$ cat config.mk
export PLATFORM = sky130hd
export DESIGN_NAME = evenodd_stream_driver_flat
export DESIGN_NICKNAME = d
export VERILOG_FILES = /design/src/rtl/evenodd_stream_driver_if.sv /design/src/rtl/evenodd_stream_driver.sv /design/src/flat_wrapper.sv
export SDC_FILE = /design/constraint.sdc
export NUM_CORES = 1
export LEC_CHECK = 0
export BUFFER_PORTS_ARGS = -buffer_cell sky130_fd_sc_hd__buf_4
export CAP_MARGIN = 10
export CORE_MARGIN = 2
export CORE_UTILIZATION = 63
export CTS_BUF_LIST = sky130_fd_sc_hd__clkbuf_16
export DETAILED_ROUTE_END_ITERATION = 8
export GPL_TIMING_DRIVEN = 0
export PLACE_DENSITY = 0.94
export SYNTH_ARGS = -nofsm -noshare
export SYNTH_HDL_FRONTEND = slang
export SYNTH_SLANG_ARGS = --single-unit
$ cat constraint.sdc
create_clock -name clk -period 4.9 [get_ports clk]
set_input_delay 1.225 -clock clk [delete_from_list [all_inputs] [get_ports clk]]
set_output_delay 1.225 -clock clk [all_outputs]
set_load 0.02 [all_outputs]
$ cat src/rtl/evenodd_stream_driver_if.sv
// Host and classifier-facing signals of the even/odd stream driver.
// The slave view belongs to the driver; the master view belongs to whatever surrounds it.
interface evenodd_stream_driver_if #(
  parameter int CNT_W = 8
);
  logic             wr_en;
  logic [7:0]       wr_data;
  logic             full;
  logic             start;
  logic             pause;
  logic             out_valid;
  logic [7:0]       data_out;
  logic             even_in;
  logic             odd_in;
  logic             busy;
  logic             done;
  logic [CNT_W-1:0] pass_cnt;
  logic [CNT_W-1:0] fail_cnt;

  modport master (
    output wr_en, wr_data, start, pause, even_in, odd_in,
    input  full, out_valid, data_out, busy, done, pass_cnt, fail_cnt
  );

  modport slave (
    input  wr_en, wr_data, start, pause, even_in, odd_in,
    output full, out_valid, data_out, busy, done, pass_cnt, fail_cnt
  );
endinterface

$ cat src/rtl/evenodd_stream_driver.sv
// Streams FIFO-buffered bytes into an even/odd classifier and scores its replies
// with saturating pass/fail counters.
module evenodd_stream_driver #(
  parameter int DEPTH = 8,
  parameter int CNT_W = 8
) (
  input  logic                   clk,
  input  logic                   reset,
  evenodd_stream_driver_if.slave bus
);
  localparam int AW = $clog2(DEPTH);

  typedef enum logic [1:0] {IDLE, RUN, DRAIN, DONE} state_e;

  state_e           state_q, state_d;
  logic [7:0]       mem_q [DEPTH];
  logic [AW-1:0]    rd_ptr_q, wr_ptr_q;
  logic [AW:0]      cnt_q;
  logic             empty, full, push, pop, clr_cnt, busy, done;
  logic [1:0]       vld_pipe_q;
  logic [7:0]       data_q;
  logic             lsb_q;
  logic [CNT_W-1:0] pass_q, fail_q;

  assign full  = (cnt_q == (AW+1)'(DEPTH));
  assign empty = (cnt_q == '0);
  assign push  = bus.wr_en & ~full;

  always_ff @(posedge clk) begin
    if (reset) state_q <= IDLE;
    else       state_q <= state_d;
  end

  // A pending write keeps the burst alive so a just-arrived byte still goes out.
  always_comb begin
    state_d = state_q;
    case (state_q)
      IDLE:    if (bus.start) state_d = RUN;
      RUN:     if (empty && !bus.wr_en && !bus.pause) state_d = DRAIN;
      DRAIN:   state_d = DONE;
      DONE:    state_d = IDLE;
      default: state_d = IDLE;
    endcase
  end

  always_comb begin
    pop     = 1'b0;
    clr_cnt = 1'b0;
    busy    = (state_q != IDLE);
    done    = (state_q == DONE);
    case (state_q)
      IDLE:    clr_cnt = bus.start;
      RUN:     pop     = ~empty & ~bus.pause;
      default: ;
    endcase
  end

  always_ff @(posedge clk) begin
    if (push) mem_q[wr_ptr_q] <= bus.wr_data;
  end

  always_ff @(posedge clk) begin
    if (reset) begin
      rd_ptr_q <= '0;
      wr_ptr_q <= '0;
      cnt_q    <= '0;
    end else begin
      if (push) wr_ptr_q <= wr_ptr_q + AW'(1);
      if (pop)  rd_ptr_q <= rd_ptr_q + AW'(1);
      case ({push, pop})
        2'b10:   cnt_q <= cnt_q + (AW+1)'(1);
        2'b01:   cnt_q <= cnt_q - (AW+1)'(1);
        default: cnt_q <= cnt_q;
      endcase
    end
  end

  // vld_pipe_q[0] is the presented byte, [1] the one whose reply is due this edge.
  always_ff @(posedge clk) begin
    if (reset) begin
      vld_pipe_q <= '0;
      data_q     <= '0;
      lsb_q      <= 1'b0;
    end else begin
      vld_pipe_q <= {vld_pipe_q[0], pop};
      if (pop) data_q <= mem_q[rd_ptr_q];
      lsb_q      <= data_q[0];
    end
  end

  always_ff @(posedge clk) begin
    if (reset || clr_cnt) begin
      pass_q <= '0;
      fail_q <= '0;
    end else if (vld_pipe_q[1]) begin
      if (bus.odd_in == lsb_q && bus.even_in == ~lsb_q) begin
        if (pass_q != '1) pass_q <= pass_q + CNT_W'(1);
      end else begin
        if (fail_q != '1) fail_q <= fail_q + CNT_W'(1);
      end
    end
  end

  assign bus.full      = full;
  assign bus.out_valid = vld_pipe_q[0];
  assign bus.data_out  = data_q;
  assign bus.busy      = busy;
  assign bus.done      = done;
  assign bus.pass_cnt  = pass_q;
  assign bus.fail_cnt  = fail_q;
endmodule

$ cat src/flat_wrapper.sv
// flat-port wrapper written by rule: the top's interface ports become plain ports
module evenodd_stream_driver_flat 
#(
  parameter int DEPTH = 8,
  parameter int CNT_W = 8
)
  (clk, reset, bus_wr_en, bus_wr_data, bus_start, bus_pause, bus_even_in, bus_odd_in, bus_full, bus_out_valid, bus_data_out, bus_busy, bus_done, bus_pass_cnt, bus_fail_cnt);
  evenodd_stream_driver_if #(.CNT_W(CNT_W)) bus_i ();
  input  logic clk;
  input  logic reset;
  input wire logic [$bits(bus_i.wr_en)-1:0] bus_wr_en;
  input wire logic [$bits(bus_i.wr_data)-1:0] bus_wr_data;
  input wire logic [$bits(bus_i.start)-1:0] bus_start;
  input wire logic [$bits(bus_i.pause)-1:0] bus_pause;
  input wire logic [$bits(bus_i.even_in)-1:0] bus_even_in;
  input wire logic [$bits(bus_i.odd_in)-1:0] bus_odd_in;
  output wire logic [$bits(bus_i.full)-1:0] bus_full;
  output wire logic [$bits(bus_i.out_valid)-1:0] bus_out_valid;
  output wire logic [$bits(bus_i.data_out)-1:0] bus_data_out;
  output wire logic [$bits(bus_i.busy)-1:0] bus_busy;
  output wire logic [$bits(bus_i.done)-1:0] bus_done;
  output wire logic [$bits(bus_i.pass_cnt)-1:0] bus_pass_cnt;
  output wire logic [$bits(bus_i.fail_cnt)-1:0] bus_fail_cnt;
  assign bus_i.wr_en = bus_wr_en;
  assign bus_i.wr_data = bus_wr_data;
  assign bus_i.start = bus_start;
  assign bus_i.pause = bus_pause;
  assign bus_i.even_in = bus_even_in;
  assign bus_i.odd_in = bus_odd_in;
  assign bus_full = bus_i.full;
  assign bus_out_valid = bus_i.out_valid;
  assign bus_data_out = bus_i.data_out;
  assign bus_busy = bus_i.busy;
  assign bus_done = bus_i.done;
  assign bus_pass_cnt = bus_i.pass_cnt;
  assign bus_fail_cnt = bus_i.fail_cnt;
  evenodd_stream_driver #(.DEPTH(DEPTH), .CNT_W(CNT_W)) u_core (.clk(clk), .reset(reset), .bus(bus_i));
endmodule
==> impl_metrics.json, run 1 <==
{
  "status": "finished clean",
  "routed_wl_mm": 9.437,
  "reg2reg_depth": 11,
  "powerDensity_nw_per_um2": 389.7,
  "route.detailed.drc": 0,
  "root_buffer": "clkbuf_16",
  "wl_per_cell_um": 20.38,
  "drtAntennaViolNets": 0,
  "syn_area_um2": 4329,
  "dp.cells": 447,
  "hp-class": "reg2reg",
  "synth_edf_count": 64,
  "grt-ovfl-total": 0,
  "drv_slew": 0,
  "synth_ff_type": "edfxtp_1",
  "setup_viol": 0,
  "crit_end": "u_core.cnt_q[3]",
  "grt_start_max_net_pins": 21,
  "synth.avg_cell_area_um2": 13.49,
  "area.sequential_um2": 2703,
  "port_buffers": 41,
  "rsz0062_at_grt": "no",
  "grt_pass1_vias": 2890,
  "criticalPathCategory": "in2reg",
  "dp_hpwl_mm": 6.282,
  "synth_fp_nets": 349,
  "drive_gt1_frac": 0.2402,
  "cts_tree": "yes",
  "clk_pin_slew_ns": 0.08,
  "crit_arrival_ns": 3.68,
  "fin_nets": 406,
  "multiInputGateArea_um2": 1533,
  "path_max_fanout": 10,
  "maxCapViolCount": 0,
  "antenna_found_initial": 0,
  "final_area_um2": 5075,
  "reg2reg_from": "u_core.state_q[1]",
  "slew_headroom": 0.3960,
  "grtUsageTotal": 0.2678,
  "p_switching_mw": 0.5380,
  "clock.fmax_mhz": 293.5,
  "post_cts_resize_count": 0,
  "reg2reg_to": "u_core.cnt_q[3]",
  "tns_ns": 0,
  "clkSinkCount": 103,
  "p_sw_frac": 0.2720,
  "core_um2": 6719,
  "clkLatencyLatePin_ns": 0.35,
  "place_area_um2": 4781,
  "period_share": 0.6953,
  "hold_viol": 0,
  "irDropWorstVdd_uv": 305.5,
  "die_w_um": 86.90,
  "vias": 2994,
  "startpoint": "bus_pause",
  "min_period_ns": 3.407,
  "final_cells": 463,
  "endpoint_kind": "register",
  "h-tree-depth": 3,
  "async_reset_ff_frac": 0,
  "vias_per_cell": 6.467,
  "power_frac_comb": 0.147,
  "hold_buffers": 0,
  "regToRegSetupSlack_ns": 1.83,
  "synth_warnings": 0,
  "ys_seq_elements": 103,
  "fin_util": 0.7553,
  "pwr-share-clk": 0.354,
  "tightest_slew_ns": 0.9026,
  "fill_cells": 382,
  "crit_required_ns": 5.17,
  "synth_cell_types": 58,
  "seqPwrFrac": 0.499,
  "ios": 43,
  "p_int_mw": 1.440,
  "drt_iter0_markers": 220,
  "firstDrtPassIters": 5,
  "antenna_cells": 0,
  "rows": 30,
  "dieArea_um2": 7551,
  "synth_cells": 321,
  "cts_buffer_depth": 2,
  "finClkSkew_ns": 0.006993,
  "whs_ns": 0.4956,
  "total_power_mw": 1.978,
  "leakage_nw": 1.768,
  "start_kind": "input port",
  "start_util": 0.6443,
  "post_cts.repair.setup_buffers": 0,
  "die_y_um": 86.90,
  "ys_seq_area_frac": 0.6243,
  "grt_pass1_wl_mm": 14.70,
  "routabilityCongestion": 0.9353,
  "pre_cts_ws_ns": 1.164,
  "syn_to_final_growth_pct": 17.23,
  "setup_slack_ns": 1.493,
  "cts_made_buffers": 9
}
## logic make-up after synthesis
kind of cell	count (synthesis)	synth area share
flip-flops	103	0.6243
AND/OR/NAND/NOR	101	0.1202
AO/OA/AOI/OAI	55	0.09336
buffers and inverters	25	0.02312
multiplexers	17	0.08555
adder cells (fa/ha/maj)	13	0.03931
XOR/XNOR	7	0.01416
## area by class of cell
type	instances	area share
buffer	11	0.009369
clock buffer	9	0.04438
clock inverter	7	0.01356
inverter	14	0.01036
multi-input combinational	193	0.3020
sequential	103	0.5325
tap	80	0.01972
timing repair buffer	46	0.06805
## worst min path at each step
| stage | startpoint | end | slack (ns) | cells after the start |
|---|---|---|---|---|
| 5_1_grt | u_core.vld_pipe_q[0] | u_core.vld_pipe_q[1] | 0.50 | 1 |
| 2_1_floorplan | u_core.cnt_q[3] | u_core.cnt_q[3] | 0.46 | 2 |
| 3_3_place_gp | u_core.vld_pipe_q[0] | u_core.vld_pipe_q[1] | 0.47 | 1 |
| 4_1_cts | u_core.vld_pipe_q[0] | u_core.vld_pipe_q[1] | 0.49 | 1 |
| 3_5_place_dp | u_core.vld_pipe_q[0] | u_core.vld_pipe_q[1] | 0.48 | 1 |
| 6_report | u_core.vld_pipe_q[0] | u_core.vld_pipe_q[1] | 0.50 | 1 |
## placed cells by master (no fill, tap or decap), types with 2 or more instances in the layout
master     instances
o21ai_0            4
inv_8              3
nand2_1           11
nand3_1           15
a31oi_1            2
clkbuf_16          9
nor2_1            30
nor2b_1            4
a211oi_1           3
buf_4             47
or3_1              3
clkinv_4           2
o31ai_1            4
xnor2_1            3
nor3_1            18
nor4_1             2
edfxtp_1          64
and4_1             2
or4_1              3
a21oi_1           15
clkbuf_1           6
inv_6              2
xor2_1             4
ha_1              12
o21ai_1            2
buf_1              2
nand2b_1           2
mux4_2            16
inv_1             14
dfxtp_1           39
o22ai_1            8
## registers in the layout, summed over array words and instances, names as in the netlist
name                 count
u_core.lsb_q             1
u_core.bus.fail_cnt      8
u_core.wr_ptr_q          3
u_core.state_q           2
u_core.vld_pipe_q        2
u_core.mem_q            64
u_core.bus.pass_cnt      8
u_core.bus.data_out      8
u_core.rd_ptr_q          3
u_core.cnt_q             4
## power by group through the flow
| stage | logic [mW] | clock network, mW | registers, mW |
|---|---|---|---|
| floorplan | 0.181 | 0 | 1.01 |
| global placement | 0.264 | 0 | 1.00 |
| detailed placement | 0.286 | 0 | 1.01 |
| CTS | 0.291 | 0.710 | 0.987 |
| global route | 0.320 | 0.741 | 0.991 |
| finish | 0.290 | 0.701 | 0.987 |
## layer usage
metal,global-route usage,wire length [um],vias up
li1,-,-,1346
met1,0.3373,3660,1451
met4,0.1435,229,0
met2,0.4414,4777,174
met3,0.05024,769,23
met5,0,0,-
## cells in the mapped netlist, types with 3 or more instances
cell type / instances / share of area
a211oi_1: 3 / 0.0052
a21oi_1: 15 / 0.017
clkbuf_1: 6 / 0.0052
dfxtp_1: 39 / 0.18
edfxtp_1: 64 / 0.44
ha_1: 12 / 0.035
inv_1: 14 / 0.012
mux4_2: 16 / 0.083
nand2_1: 11 / 0.0095
nand3_1: 15 / 0.017
nor2_1: 30 / 0.026
nor2b_1: 4 / 0.0058
nor3_1: 18 / 0.021
nor4_1: 3 / 0.0043
o21ai_0: 4 / 0.0046
o22ai_1: 8 / 0.012
o31ai_1: 4 / 0.0069
or3_1: 3 / 0.0043
or4_1: 3 / 0.0052
xnor2_1: 3 / 0.0061
xor2_1: 4 / 0.0081
## worst max-delay path: stages
cell and delay (ns):
buf_4 0.11, nor2b_1 0.23, and2_1 0.26, clkbuf_1 0.38, ha_1 0.28, ha_1 0.29, a21oi_1 0.19, a21oi_1 0.10
or4_1 0.46, a21oi_1 0.14
No activity file was read; power rests on OpenSTA's default activity.
==> run 2, diff against run 1 <==
--- a/config.mk
+++ b/config.mk
@@ -8,11 +8,11 @@
 export BUFFER_PORTS_ARGS = -buffer_cell sky130_fd_sc_hd__buf_4
 export CAP_MARGIN = 10
 export CORE_MARGIN = 2
-export CORE_UTILIZATION = 63
+export CORE_UTILIZATION = 53
 export CTS_BUF_LIST = sky130_fd_sc_hd__clkbuf_16
 export DETAILED_ROUTE_END_ITERATION = 8
 export GPL_TIMING_DRIVEN = 0
-export PLACE_DENSITY = 0.94
+export PLACE_DENSITY = 0.86
 export SYNTH_ARGS = -nofsm -noshare
 export SYNTH_HDL_FRONTEND = slang
 export SYNTH_SLANG_ARGS = --single-unit
==> constraint.sdc (replaced) <==
create_clock -name clk -period 3.1 [get_ports clk]
set_input_delay 0.775 -clock clk [delete_from_list [all_inputs] [get_ports clk]]
set_output_delay 0.775 -clock clk [all_outputs]
set_load 0.02 [all_outputs]
==> impl_metrics.json, run 2 (same netlist as run 1, synthesis figures left out) <==
{
  "cts_made_buffers": 9,
  "hold_viol": 0,
  "tns_ns": 0,
  "dp_hpwl_mm": 6.072,
  "reg2reg_depth": 9,
  "core_um2": 7807,
  "vias": 2885,
  "die_w_um": 94.38,
  "firstDrtPassIters": 4,
  "routabilityCongestion": 0.8245,
  "setup_slack_ns": 0.1428,
  "tightest_slew_ns": 0.9602,
  "clkSinkCount": 103,
  "final_cell_mix": "64 x edfxtp_1, 44 x buf_4, 39 x dfxtp_1, 30 x nor2_1, 18 x nor3_1",
  "syn_to_final_growth_pct": 18.18,
  "dieArea_um2": 8908,
  "root_buffer": "clkbuf_16",
  "vias_per_cell": 5.948,
  "h-tree-depth": 3,
  "antenna_found_initial": 0,
  "grt-ovfl-total": 0,
  "ios": 43,
  "fin_nets": 406,
  "drtAntennaViolNets": 0,
  "start_kind": "register",
  "leakage_nw": 1.768,
  "cts_buffer_depth": 2,
  "largest_reg_flops": 64,
  "status": "finished clean",
  "fin_util": 0.6553,
  "grt_pass1_vias": 2824,
  "min_period_ns": 2.957,
  "regMostFlops": "u_core.mem_q",
  "drt_iter0_markers": 158,
  "die_y_um": 94.38,
  "endpoint_kind": "register",
  "wl_per_cell_um": 18.39,
  "whs_ns": 0.4954,
  "finClkSkew_ns": 0.01054,
  "clock.fmax_mhz": 338.2,
  "setup_viol": 0,
  "period_share": 0.9540,
  "grt_start_max_net_pins": 22,
  "powerDensity_nw_per_um2": 611.0,
  "rsz0062_at_grt": "no",
  "fill_cells": 579,
  "irDropWorstVdd_uv": 472.1,
  "maxCapViolCount": 0,
  "crit_required_ns": 3.37,
  "path_max_fanout": 10,
  "routed_wl_mm": 8.917,
  "pre_cts_ws_ns": -0.2021,
  "grt_pass1_wl_mm": 14.10,
  "drv_slew": 0,
  "crit_arrival_ns": 3.23,
  "worstHoldPathCells": 2,
  "port_buffers": 41,
  "final_common_cell": "edfxtp_1",
  "clk_pin_slew_ns": 0.08,
  "criticalPathCategory": "reg2reg",
  "grtUsageTotal": 0.2137,
  "clkLatencyLatePin_ns": 0.34,
  "hold_buffers": 0,
  "cts_tree": "yes",
  "drive_gt1_frac": 0.2454,
  "rows": 32,
  "antenna_cells": 0,
  "slew_headroom": 0.3549,
  "route.detailed.drc": 0,
  "start_util": 0.5545,
  "hp-class": "reg2reg"
}
## run 2: critical path, cell delays in order, from the launching register on
cell	delay, ns
dfxtp_1	0.34
or4_4	0.57
and2_1	0.22
clkbuf_2	0.22
ha_1	0.28
ha_1	0.34
a21oi_1	0.20
a21oi_1	0.11
or4_1	0.46
a21oi_1	0.15
## run 2: what timing repair did
item	in CTS	in global routing
setup buffers	0	0
hold endpoints to repair	0	0
setup endpoints to repair	0	1
resized for setup	0	3
## run 2: worst paths after layout
| kind | to | start | slack [ns] |
|---|---|---|---|
| worst min-delay path | u_core.bus.data_out[7] | u_core.bus.data_out[7] | 0.50 |
| worst max register to register | u_core.cnt_q[3] | u_core.cnt_q[3] | 0.14 |
| worst min register to register | u_core.bus.data_out[7] | u_core.bus.data_out[7] | 0.50 |
| worst max-delay path | u_core.cnt_q[3] | u_core.cnt_q[3] | 0.14 |
## run 2: cell type report
class | count | area, um^2 | share of cell area
timing repair buffer | 46 | 340.3 | 0.06652
buffer | 11 | 48.80 | 0.009538
tap | 102 | 127.6 | 0.02494
clock buffer | 9 | 225.2 | 0.04402
sequential | 103 | 2703 | 0.5282
clock inverter | 7 | 83.83 | 0.01639
inverter | 14 | 52.55 | 0.01027
multi-input combinational | 193 | 1535 | 0.3001
## run 2: metrics by stage
stage | std cells | power (mW) | cell area, um^2
after detailed placement | 468 | 2.033 | 4796
after floorplan | 321 | 1.884 | 4329
after global placement | 464 | 2.006 | 4765
after global routing | 485 | 3.256 | 5116
final | 485 | 3.126 | 5116
after CTS | 484 | 3.145 | 5105
## run 2: report_power, final
part / internal, mW / switching (mW) / leakage (nW)
registers: 1.52 / 0.0413 / 0.897
clock network: 0.574 / 0.544 / 0.142
logic: 0.189 / 0.261 / 0.728
total: 2.28 / 0.846 / 1.77
## run 2: layer usage
layer | vias up | part of all wire | global-route usage
li1 | 1349 | - | -
met1 | 1423 | 0.39 | 0.2497
met5 | - | 0 | 0
met4 | 0 | 0.013 | 0.08092
met3 | 12 | 0.065 | 0.05587
met2 | 101 | 0.53 | 0.3786
